--- src/rtl/psr_ctrl.sv ---
// psr_ctrl: processor status register with ALU flag updates, software
// whole-register writes and a hardware save/restore stack for interrupts.
// Optional build macro PSR_FWD_EN adds psr_fwd, a combinational view of the
// value psr will load at the next clock edge.
module psr_ctrl #(
  parameter int WIDTH       = 16,
  parameter int STACK_DEPTH = 4,
  parameter int PTR_W       = 2,
  parameter int IE_IND      = 9
) (
  input  logic             clk,
  input  logic             reset,
  input  logic             cmp_f_en,
  input  logic             of_f_en,
  input  logic             z_f_en,
  input  logic             C_in,
  input  logic             L_in,
  input  logic             F_in,
  input  logic             Z_in,
  input  logic             N_in,
  input  logic             sw_we,
  input  logic [WIDTH-1:0] sw_wdata,
  input  logic             push,
  input  logic             pop,
  input  logic             clr_err,
`ifdef PSR_FWD_EN
  output logic [WIDTH-1:0] psr_fwd,
`endif
  output logic [WIDTH-1:0] psr,
  output logic [PTR_W:0]   depth,
  output logic             stack_full,
  output logic             stack_empty,
  output logic             stack_err
);

  localparam int C_IND = 0;
  localparam int L_IND = 2;
  localparam int F_IND = 5;
  localparam int Z_IND = 6;
  localparam int N_IND = 7;
  localparam logic [PTR_W:0] FULL_CNT = (PTR_W+1)'(STACK_DEPTH);

  logic [WIDTH-1:0] stack_mem [STACK_DEPTH];
  logic [WIDTH-1:0] psr_nxt;
  logic [PTR_W-1:0] wr_idx;
  logic [PTR_W-1:0] rd_idx;
  logic             push_ok;
  logic             pop_ok;
  logic             err_set;

  assign stack_full  = (depth == FULL_CNT);
  assign stack_empty = (depth == '0);
  // Low pointer bits address the next free slot; the top entry sits one below.
  assign wr_idx = depth[PTR_W-1:0];
  assign rd_idx = wr_idx - PTR_W'(1);

`ifdef PSR_FWD_EN
  assign psr_fwd = psr_nxt;
`endif

  // Next-state decode: collision > pop > sw write > push > flag updates.
  always_comb begin
    psr_nxt = psr;
    push_ok = 1'b0;
    pop_ok  = 1'b0;
    err_set = 1'b0;
    if (push && pop) begin
      err_set = 1'b1;
    end else if (pop) begin
      if (stack_empty) begin
        err_set = 1'b1;
      end else begin
        pop_ok  = 1'b1;
        psr_nxt = stack_mem[rd_idx];
      end
    end else begin
      if (push) begin
        if (stack_full) err_set = 1'b1;
        else            push_ok = 1'b1;
      end
      if (sw_we) begin
        // Software data wins outright, including over the IE clear of a push.
        psr_nxt = sw_wdata;
      end else begin
        if (cmp_f_en) begin
          psr_nxt[L_IND] = L_in;
          psr_nxt[N_IND] = N_in;
        end
        if (of_f_en) begin
          psr_nxt[F_IND] = F_in;
          psr_nxt[C_IND] = C_in;
        end
        if (z_f_en) psr_nxt[Z_IND] = Z_in;
        if (push_ok) psr_nxt[IE_IND] = 1'b0;
      end
    end
  end

  // Architectural state: psr, occupancy and the sticky error.
  always_ff @(posedge clk or negedge reset) begin
    if (!reset) begin
      psr       <= '0;
      depth     <= '0;
      stack_err <= 1'b0;
    end else begin
      psr <= psr_nxt;
      if (push_ok)     depth <= depth + (PTR_W+1)'(1);
      else if (pop_ok) depth <= depth - (PTR_W+1)'(1);
      if (err_set)      stack_err <= 1'b1;
      else if (clr_err) stack_err <= 1'b0;
    end
  end

  // Save slots hold the pre-update psr; contents are meaningless after reset.
  always_ff @(posedge clk) begin
    if (push_ok) stack_mem[wr_idx] <= psr;
  end

endmodule

--- config.mk ---
export PLATFORM = sky130hd
export DESIGN_NAME = psr_ctrl
export DESIGN_NICKNAME = d
export VERILOG_FILES = /design/src/rtl/psr_ctrl.sv
export SDC_FILE = /design/constraint.sdc
export NUM_CORES = 1
export LEC_CHECK = 0
export ABC_CLOCK_PERIOD_IN_PS = 2220
export CAP_MARGIN = 5
export CORE_MARGIN = 2
export CORE_UTILIZATION = 40
export DETAILED_ROUTE_END_ITERATION = 16
export HOLD_SLACK_MARGIN = 0.15
export PLACE_DENSITY = 0.6
export RECOVER_POWER = 50
export SLEW_MARGIN = 20
export SYNTH_ARGS = -nofsm -noshare
export SYNTH_HDL_FRONTEND = slang
export SYNTH_SLANG_ARGS = --single-unit
export TNS_END_PERCENT = 10
--- constraint.sdc ---
create_clock -name clk -period 2.22 [get_ports clk]
set_input_delay 0.444 -clock clk [delete_from_list [all_inputs] [get_ports clk]]
set_output_delay 0.444 -clock clk [all_outputs]
set_load 0.005 [all_outputs]
Yosys cells after proc, flatten, opt, wreduce, memory -nomap -nowiden
Memories as Yosys holds them, arrays and structs flattened.
Cells that the tools add are included.
{ "word_totals": {"ff_bits": 20, "ram_bits": 64, "input_bits": 30, "out_inout_bits": 22, "elab_cells": 64, "n_memories": 1} }
{ "classes": {"add_sub_neg": 3, "eq_ne": 2, "mux": 36, "n_bitwise": 1, "n_reduce_logical": 14} }
{ "memory_table": {"columns": ["name", "words", "word_bits", "rd", "rd_clocked_by_memory_dff", "write_ports", "line_no", "rtl"], "rows": [
  ["stack_mem", 4, 16, 1, 0, 1, "43", "logic [WIDTH-1:0] stack_mem [STACK_DEPTH];"]
]} }
{ "op_table": {"columns": ["op", "n"], "rows": [
  ["$mux 16", 2],
  ["$mux 1", 29],
  ["$reduce_and 3->1", 5],
  ["$reduce_bool 3->1", 4],
  ["$mux 3", 3],
  ["$mux 6", 1],
  ["$reduce_bool 2->1", 3],
  ["$add 3x1->3 const B", 1],
  ["$eq 3x3->1 const B", 1],
  ["$logic_not 3->1", 1],
  ["$sub 3x1->3 const B", 1],
  ["$mux 2", 1],
  ["$ne 2x2->1 const B", 1],
  ["$sub 2x1->2 const B", 1],
  ["$logic_and 1x1->1", 1],
  ["$not 1->1", 1]
]} }

Logic depth before layout (Yosys ltp)
Gate-level depths: netlist of run 1.
{ "depth": {"depth_word": 9, "ltp_mapped": 11, "mapped_depth_nobuf": 9} }

Worst setup path after synthesis of run 1
No wires, ideal clock.
{ "synth_timing": {"path_type": "register -> register", "startpoint": "reg depth[0]", "endpoint": "mem stack_mem[0][0] (enable)", "setup_ps": 374, "t_arrival_ps": 2017, "required_time_ps": 1846, "setup_slack_ps": -171, "path_stages_with_launch": 8, "n_path_buf": 2, "period_less_slack_ps": 2391, "path_cell_list": "dfrtp_1 -> buf_6 -> buf_4 -> inv_1 -> ha_1 -> a21bo_2 -> nor2_1 -> and2_1"} }
{ "synth_via": {"elab_chain_cells": 9} }
{ "synth_lines": {"columns": ["item", "line_no", "rtl"], "rows": [
  ["start: declaration", "30", "output logic [PTR_W:0] depth,"],
  ["start signal: assignment", "107", "if (push_ok) depth <= depth + (PTR_W+1)'(1);"],
  ["start signal: assignment", "108", "else if (pop_ok) depth <= depth - (PTR_W+1)'(1);"],
  ["$eq 3x3->1", "51", "assign stack_full = (depth == FULL_CNT);"],
  ["$mux 1", "78", "if (stack_full) err_set = 1'b1;"],
  ["$mux 1", "77", "if (push) begin"],
  ["$mux 1", "69", "end else if (pop) begin"],
  ["$mux 1", "67", "if (push && pop) begin"],
  ["$mux 1", "69", null],
  ["$mux 1", "67", null],
  ["$mux 1", "116", "if (push_ok) stack_mem[wr_idx] <= psr;"],
  ["$mux 1 (not written as such)", "116", null],
  ["end: declaration", "43", null]
]} }
Parallel ways exist; a longest one is shown, timed or not. The select of a mux whose other input is x is not followed.

Final worst setup path of run 1
{ "layout_timing": {"startpoint": "reg depth[1]", "endpoint": "out stack_empty"} }
{ "layout_via": {"elab_chain_cells": 1} }
{ "layout_lines": {"columns": ["item", "line_no", "rtl"], "rows": [
  ["$logic_not 3->1", "52", "assign stack_empty = (depth == '0);"],
  ["end: declaration", "32", "output logic stack_empty,"]
]} }
Every way passes these cells.

==> results.sh, run 1 <==
export IMPL_ys_ff_latch=84
export IMPL_drt_pass1_iterations=4
export IMPL_via_per_inst=5.27
export IMPL_ff2ff_setup_slack_ns=0.24
export IMPL_dieArea_um2=9540
export IMPL_cp_arrival_ns=1.66
export IMPL_final_nets=315
export IMPL_vias=2072
export IMPL_fp_dieW_um=97.7
export IMPL_slew_headroom_pct=11.8
export IMPL_cts_buffers=9
export IMPL_synth_distinct_cells=31
export IMPL_critical_path_class="reg2out"
export IMPL_drcViolationCount=0
export IMPL_tns_ns=0
export IMPL_worstReg2RegStart="depth[1]"
export IMPL_dp_hpwl_um=4890
export IMPL_r2r_end="stack_mem[0][0]"
export IMPL_ant_nets=0
export IMPL_ctsHoldBuffers=0
export IMPL_clockBufferDepth=2
export IMPL_wire_per_inst_um=18.3
export IMPL_tightest_slew_ns=1.32
export IMPL_worstHoldEndpoint="stack_mem[1][5]"
export IMPL_boundaryPins=52
export IMPL_die_height_um=97.7
export IMPL_synthesis_nets=244
export IMPL_clk_pin_slew_ns=0.08
export IMPL_syn_to_final_growth_pct=26.8
export IMPL_grt_pass1_wl_um=11400
export IMPL_grt_setup_unrepaired="false"
export IMPL_htreeDepth=3
export IMPL_syn_inst=209
export IMPL_cts_sinks=84
export IMPL_clock_fmax_mhz=475
export IMPL_placed_cells=377
export IMPL_netlist_area_um2=3510
export IMPL_min_from="psr[5]"
export IMPL_critPathRequiredTime_ns=1.78
export IMPL_hold_worst_slack_ns=0.562
export IMPL_yosys_area_top_type="edfxtp_1"
export IMPL_yosysWarnings=0
export IMPL_grt_ovfl_total=0
export IMPL_synth_area_per_cell_um2=16.8
export IMPL_async_reset_ff_share_pct=23.8
export IMPL_timing_final_ws_setup_ns=0.114
export IMPL_min_path_cells=0
export IMPL_fillers=727
export IMPL_pre_cts_ws_ns=0.0516
export IMPL_clock_latency_ns=0.34
export IMPL_netlist_top_cells_area="edfxtp_1, dfrtp_1, mux4_1, mux4_2, a32oi_1"
export IMPL_synth_top_area_share_pct=54.8
export IMPL_rows=34
export IMPL_cts_tree="done"
export IMPL_fin_worst_skew_ns=0.00968
export IMPL_drive_above_1_share_pct=19.3
export IMPL_r2r_worst_path_cells=6
export IMPL_yosysSeqAreaShare_pct=69.0
export IMPL_final_cell_mix="edfxtp_1, clkdlybuf4s50_1, nand2_1, dfrtp_1, buf_4"
export IMPL_finalNonFillerCells=393
export IMPL_antenna_found_initial=0
export IMPL_synth_edf_count=64
export IMPL_start_util_pct=40.8
export IMPL_ir_drop_v=0.000573
export IMPL_finalSetupViolCount=0
export IMPL_cp_end_kind="primary output"
export IMPL_grt_usage_pct=15.8
export IMPL_power_leakage_nw=1.59
export IMPL_crit_fanout=4
export IMPL_root_buffer="clkbuf_8"
export IMPL_drv_cap=0
export IMPL_io_buffers=51
export IMPL_coreArea_um2=8590
export IMPL_hold_viol=0
export IMPL_synth_ff_type="edfxtp_1"
export IMPL_slew_viol_final=0
export IMPL_min_period_ns=2.11
export IMPL_hold_path_class="reg2reg"
export IMPL_status="finished, final reports clean"
export IMPL_routabilityCongestion=0.710
export IMPL_dr_first_iter_drc_count=76
export IMPL_final_common_cell="edfxtp_1"
export IMPL_grt_max_degree=22
export IMPL_cellPowerDensity_nw_per_um2=1150
export IMPL_startpoint_type="flop"
export IMPL_routed_wl_um=7210
export IMPL_first_global_vias=2069
export IMPL_diodes=0
export IMPL_period_share_pct=94.8
-- worst max path at each step --
stage | from | to | slack, ns | cells past startpoint
floorplan | depth[0] | stack_mem[1][0] | -0.17 | 7
global placement | push | stack_mem[2][2] | 0.09 | 6
detailed placement | push | stack_mem[2][0] | 0.05 | 6
CTS | depth[0] | stack_empty | 0.003 | 4
global route | depth[0] | depth[0] | 0.03 | 2
finish | depth[1] | stack_empty | 0.11 | 4
-- flip-flops by register name (all words and copies together) (netlist names) --
name and count:
depth 3, psr 16, stack_err 1, stack_mem 64
-- cell type report --
cell class	instances	area [um^2]	area share, %
flip-flops and latches	84	2420	54.5
multi-input cells	111	1030	23.3
repair buffers	71	676	15.2
well taps	108	135	3.04
clock buffers	10	128	2.87
clock inverters	6	41.3	0.928
inverters	3	11.3	0.253
-- layer usage --
| metal | vias up | GRT usage (%) | wire [um] |
|---|---|---|---|
| li1 | 971 | - | - |
| met5 | - | 0 | 0 |
| met3 | 2 | 3.67 | 261 |
| met1 | 1048 | 20.3 | 3140 |
| met4 | 0 | 4.81 | 33 |
| met2 | 51 | 26.8 | 3770 |
-- per-stage QoR --
stage / instance area, um^2 / util, % / power (W)
after floorplan: 3510 / - / 0.00341
after global placement: 4280 / 49.8 / 0.00417
after detailed placement: 4280 / 49.8 / 0.00421
after CTS: 4460 / 51.8 / 0.00516
after global routing: 4450 / 51.8 / 0.00543
final: 4450 / 51.8 / 0.00511
-- Yosys cell counts, types with 5 or more instances --
library cell,instances
a21oi_1,7
a32oi_1,9
and2_1,5
buf_2,6
dfrtp_1,20
edfxtp_1,64
ha_1,5
mux2_2,6
mux2i_1,5
mux4_1,8
mux4_2,8
nand2_1,21
nor2_1,9
o22ai_1,11
-- repair_timing --
action / in CTS / in global routing
buffers inserted: 0 / 0
endpoints found under the hold margin: 0 / 0
resized for setup: 2 / 4
setup endpoints to repair: 1 / 2
-- kinds of logic after synthesis --
family	count (synthesis)	synth area share, %
flip-flops	84	69.0
AND/OR/NAND/NOR	42	5.28
AO/OA/AOI/OAI	34	6.53
multiplexers	27	14.5
buffers and inverters	14	2.14
adder cells (fa/ha/maj)	5	1.78
XOR/XNOR	3	0.749
-- critical path, stage by stage (launching register included) --
cell and delay [ns]:
dfrtp_1 0.39, inv_1 0.11, ha_4 0.16, nor2b_4 0.16, clkdlybuf4s50_1 0.50
-- power breakdown --
part           total (W)  switching, W  internal, W  leakage [nW]
sequential       0.00241      0.000264      0.00214         0.806
combinational    0.00179      0.000744      0.00104         0.691
clock           0.000921      0.000515     0.000406        0.0900
total            0.00511       0.00152      0.00359          1.59
Power figures use the tool's default switching activity.
==> run 2, diff against run 1 <==
Settings changed: CORE_MARGIN 2 to unset, CTS_BUF_LIST set to sky130_fd_sc_hd__clkbuf_4, SETUP_SLACK_MARGIN set to 0.5.
==> results.sh, run 2 (synthesis results as in run 1) <==
export IMPL_fp_dieW_um=95.7
export IMPL_vias=2164
export IMPL_ff2ff_setup_slack_ns=0.25
export IMPL_boundaryPins=52
export IMPL_grt_setup_unrepaired="true"
export IMPL_cellPowerDensity_nw_per_um2=1170
export IMPL_routabilityCongestion=0.736
export IMPL_status="finished, final reports clean"
export IMPL_largest_reg_flops=64
export IMPL_wire_per_inst_um=18.8
export IMPL_drive_above_1_share_pct=30.9
export IMPL_clk_pin_slew_ns=0.13
export IMPL_final_cell_mix="edfxtp_1, clkdlybuf4s50_1, nand2_1, buf_4, dfrtp_1"
export IMPL_slew_headroom_pct=8.62
export IMPL_start_util_pct=42.1
export IMPL_slew_viol_final=0
export IMPL_crit_fanout=4
export IMPL_dp_hpwl_um=4820
export IMPL_dieArea_um2=9150
export IMPL_cp_arrival_ns=2.28
export IMPL_io_buffers=51
export IMPL_clock_latency_ns=0.42
export IMPL_first_global_vias=2119
export IMPL_tightest_slew_ns=1.37
export IMPL_multi_input_area_um2=1110
export IMPL_slowest_delay_ns=0.39
export IMPL_top_register="stack_mem"
export IMPL_htreeDepth=3
export IMPL_syn_to_final_growth_pct=32.4
export IMPL_cts_sinks=84
export IMPL_diodes=0
export IMPL_via_per_inst=5.33
export IMPL_cp_cell_sequence="buf_6 -> inv_4 -> ha_4 -> nor2b_4 -> buf_4 -> o21ai_2 -> clkbuf_1 -> o21ai_0 -> mux2_2"
export IMPL_grt_pass1_wl_um=11800
export IMPL_die_height_um=95.7
export IMPL_worstHoldEndpoint="stack_mem[3][6]"
export IMPL_drv_cap=0
export IMPL_root_buffer="clkbuf_4"
export IMPL_power_leakage_nw=1.67
export IMPL_critical_path_class="reg2reg"
export IMPL_drt_pass1_iterations=4
export IMPL_cp_end_kind="flop"
export IMPL_cts_buffers=9
export IMPL_ant_nets=0
export IMPL_grt_ovfl_total=0
export IMPL_routed_wl_um=7610
export IMPL_min_from="psr[6]"
export IMPL_ctsHoldBuffers=0
export IMPL_min_period_ns=1.97
export IMPL_startpoint_type="flop"
export IMPL_final_core_util_pct=55.7
export IMPL_fin_worst_skew_ns=0.0157
export IMPL_r2r_worst_path_cells=9
export IMPL_antenna_found_initial=0
export IMPL_grt_max_degree=21
export IMPL_drcViolationCount=0
export IMPL_coreArea_um2=8340
export IMPL_period_share_pct=88.7
export IMPL_clockBufferDepth=2
export IMPL_final_common_cell="edfxtp_1"
export IMPL_worstReg2RegStart="depth[1]"
export IMPL_rows=33
export IMPL_tns_ns=0
export IMPL_clock_fmax_mhz=508
export IMPL_critPathRequiredTime_ns=2.54
export IMPL_final_nets=331
export IMPL_dr_first_iter_drc_count=108
export IMPL_critPathSlowestCell="dfrtp_1"
export IMPL_top_regs="stack_mem x64, psr x16, depth x3"
export IMPL_hold_path_class="reg2reg"
export IMPL_cts_tree="done"
export IMPL_r2r_end="psr[6]"
export IMPL_grt_usage_pct=18.3
export IMPL_finalSetupViolCount=0
export IMPL_fillers=690
export IMPL_min_path_cells=0
export IMPL_hold_viol=0
export IMPL_register_area_um2=2430
export IMPL_ir_drop_v=0.000480
run 2: cell types whose count changed in the layout (fill, tap and decap cells not counted), sizes merged:
cell / change
bufinv: +1
clkdlybuf4s25: +4
clkbuf: +6
dlygate4sd2: +2
dlygate4sd3: -1
clkdlybuf4s50: -8
clkinv: -2
buf: +14
run 2: worst max-delay path, delay by kind of cell (launching register included):
family	cells	cell delay [ns]
AOI/OAI and AO/OA	2	0.27
adders and majority gates	1	0.16
buffers and inverters	4	0.63
DFF	1	0.39
muxes	1	0.30
and+or+nand+nor	1	0.12
run 2: what timing repair did:
item	CTS	global route
pin swaps	1	8
setup buffers	7	9
endpoints found under the setup margin	49	101
resized for setup	37	30
run 2: area by class of cell:
cell class | instances | share of cell area, %
sequential | 84 | 52.3
multi-input combinational | 111 | 23.8
timing repair buffer | 87 | 17.7
tap | 105 | 2.83
clock buffer | 11 | 1.78
clock inverter | 5 | 1.13
inverter | 3 | 0.404
run 2: how the worst max path moves through the flow:
| stage | startpoint | endpoint | slack [ns] | depth (start not counted) |
|---|---|---|---|---|
| detailed placement | pop | psr[2] | 0.07 | 6 |
| floorplan | depth[0] | depth[1] | 0.21 | 9 |
| CTS | psr[0] | psr[0] | 0.34 | 1 |
| finish | depth[1] | psr[6] | 0.25 | 9 |
| global placement | pop | psr[5] | 0.13 | 6 |
| global route | depth[1] | psr[6] | 0.14 | 9 |
run 2: where the power goes:
group	internal (W)	leakage (nW)	switching, W	total (W)
logic	0.00129	0.790	0.000919	0.00221
clock network	0.000364	0.0782	0.000488	0.000852
registers	0.00215	0.801	0.000246	0.00239
run 2: routing by layer:
metal  routed length (um)  up-vias  GRT usage, %  share of wire, %
li1                     -      997             -                 -
met1                 3500     1088          24.0                46
met4                   75        0          5.22              0.99
met3                  310        8          4.70               4.1
met5                    0        -             0                 0
met2                 3720       71          30.1                49
run 2: metrics by stage:
stage | setup WS [ns] | total power (W) | std cells | hold WS (ns) | cell area [um^2]
2_1_floorplan | 0.212 | 0.00348 | 209 | 0.148 | 3560
3_3_place_gp | 0.133 | 0.00429 | 374 | 0.542 | 4320
3_5_place_dp | 0.0741 | 0.00434 | 374 | 0.551 | 4320
4_1_cts | 0.337 | 0.00534 | 397 | 0.353 | 4550
5_1_grt | 0.138 | 0.00577 | 406 | 0.533 | 4640
6_report | 0.252 | 0.00545 | 406 | 0.519 | 4640
==> run 3, diff against run 2 <==
Settings changed: CORE_MARGIN set to 2.
==> results.sh, run 3 (synthesis results as in run 1) <==
export IMPL_clock_fmax_mhz=520
export IMPL_tns_ns=0
export IMPL_drt_pass1_iterations=4
export IMPL_coreArea_um2=8590
export IMPL_ant_nets=0
export IMPL_start_util_pct=40.8
export IMPL_dieArea_um2=9540
export IMPL_critPathRequiredTime_ns=1.78
export IMPL_antenna_found_initial=0
export IMPL_grt_setup_unrepaired="true"
export IMPL_dr_first_iter_drc_count=120
export IMPL_cp_arrival_ns=1.48
export IMPL_hold_viol=0
export IMPL_final_cell_mix="edfxtp_1, clkdlybuf4s50_1, nand2_1, buf_4, dfrtp_1"
export IMPL_final_common_cell="edfxtp_1"
export IMPL_diodes=0
export IMPL_critical_path_class="reg2out"
export IMPL_top_register="stack_mem"
export IMPL_grt_max_degree=21
export IMPL_cp_top_family="buffers and inverters"
export IMPL_die_height_um=97.7
export IMPL_drive_above_1_share_pct=29.4
export IMPL_clock_latency_ns=0.43
export IMPL_cp_cell_sequence="clkdlybuf4s50_1"
export IMPL_root_buffer="clkbuf_4"
export IMPL_routed_wl_um=7980
export IMPL_rows=34
export IMPL_finalSetupViolCount=0
export IMPL_ir_drop_v=0.000503
export IMPL_grt_pass1_wl_um=11800
export IMPL_cts_buffers=9
export IMPL_cellPowerDensity_nw_per_um2=1210
export IMPL_clk_pin_slew_ns=0.13
export IMPL_boundaryPins=52
export IMPL_syn_to_final_growth_pct=33.0
export IMPL_drv_cap=0
export IMPL_grt_usage_pct=16.7
export IMPL_ctsHoldBuffers=0
export IMPL_cts_tree="done"
export IMPL_drcViolationCount=0
export IMPL_status="finished, final reports clean"
export IMPL_first_global_vias=2105
export IMPL_worstReg2RegStart="depth[0]"
export IMPL_min_period_ns=1.92
export IMPL_final_nets=333
export IMPL_slew_viol_final=0
export IMPL_io_buffers=51
export IMPL_grt_ovfl_total=0
export IMPL_min_from="psr[9]"
export IMPL_routabilityCongestion=0.746
export IMPL_fin_worst_skew_ns=0.0159
export IMPL_largest_reg_flops=64
export IMPL_startpoint_type="flop"
export IMPL_slowest_delay_ns=0.56
export IMPL_hold_worst_slack_ns=0.557
export IMPL_critPathSlowestCell="clkdlybuf4s50_1"
export IMPL_fp_dieW_um=97.7
export IMPL_dp_hpwl_um=4560
export IMPL_hold_path_class="reg2reg"
export IMPL_wire_per_inst_um=19.4
export IMPL_path_buf_inv=1
export IMPL_vias=2207
export IMPL_cp_end_kind="primary output"
export IMPL_via_per_inst=5.37
export IMPL_clockBufferDepth=2
export IMPL_tightest_slew_ns=1.40
export IMPL_place_area_um2=4220
export IMPL_postLayoutCellArea_um2=4660
export IMPL_cts_sinks=84
export IMPL_period_share_pct=86.6
export IMPL_power_leakage_nw=1.67
export IMPL_crit_fanout=7
export IMPL_top_regs="stack_mem x64, psr x16, depth x3"
export IMPL_crit_start="psr[12]"
export IMPL_htreeDepth=3
export IMPL_slew_headroom_pct=6.34
run 3: cell count changes in the layout (fill, tap and decap cells not counted), sizes merged:
cell,change
bufinv,+1
clkdlybuf4s15,+1
clkinv,-1
bufbuf,+1
clkinvlp,+2
inv,-1
clkdlybuf4s25,-1
clkbuf,+4
buf,-6
dlygate4sd2,+2
run 3: report_power, final:
part	internal (W)	switching [W]	total, W
combinational	0.00136	0.000957	0.00231
sequential	0.00214	0.000206	0.00235
clock	0.000469	0.000520	0.000989
total	0.00397	0.00168	0.00565
run 3: area by class of cell:
type / instances / area [um^2]
multi-input combinational: 111 / 1070
tap: 108 / 135
inverter: 3 / 16.3
clock inverter: 6 / 88.8
fill: 713 / 3930
sequential: 84 / 2430
clock buffer: 10 / 75.1
timing repair buffer: 89 / 856
run 3: path summary, 6_finish.rpt:
kind                                        end  slack, ns  cells after the start
worst max-delay path                    psr[12]       0.30                      1
worst min register to register  stack_mem[0][9]       0.56                      0
worst max register to register           psr[5]       0.31                      6
max in group asynchronous              depth[2]       0.44                      2
min in group asynchronous               psr[13]       0.85                      2
worst min-delay path            stack_mem[0][9]       0.56                      0
run 3: metrics by stage:
step           total power (W)  util [%]  setup slack, ns  cells
2_1_floorplan          0.00348         -            0.212    209
3_3_place_gp           0.00419      49.1          0.00624    369
3_5_place_dp           0.00422      49.1          -0.0693    369
4_1_cts                0.00567      53.4            0.340    403
5_1_grt                0.00596      54.3            0.207    411
6_report               0.00565      54.3            0.296    411
run 3: timing repair:
action | in CTS | in global routing
gates resized for setup | 53 | 10
buffers inserted | 17 | 6
gates cloned | 1 | 2
endpoints found under the setup margin | 103 | 102
pin swaps | 3 | 2
run 3: layer usage:
layer  routed length (um)  track usage, %  vias up
li1                     -               -     1001
met1                 3420            21.6     1113
met2                 4080            27.5       93
met3                  475            4.75        0
met4                    0            5.34        0
met5                    0               0        -
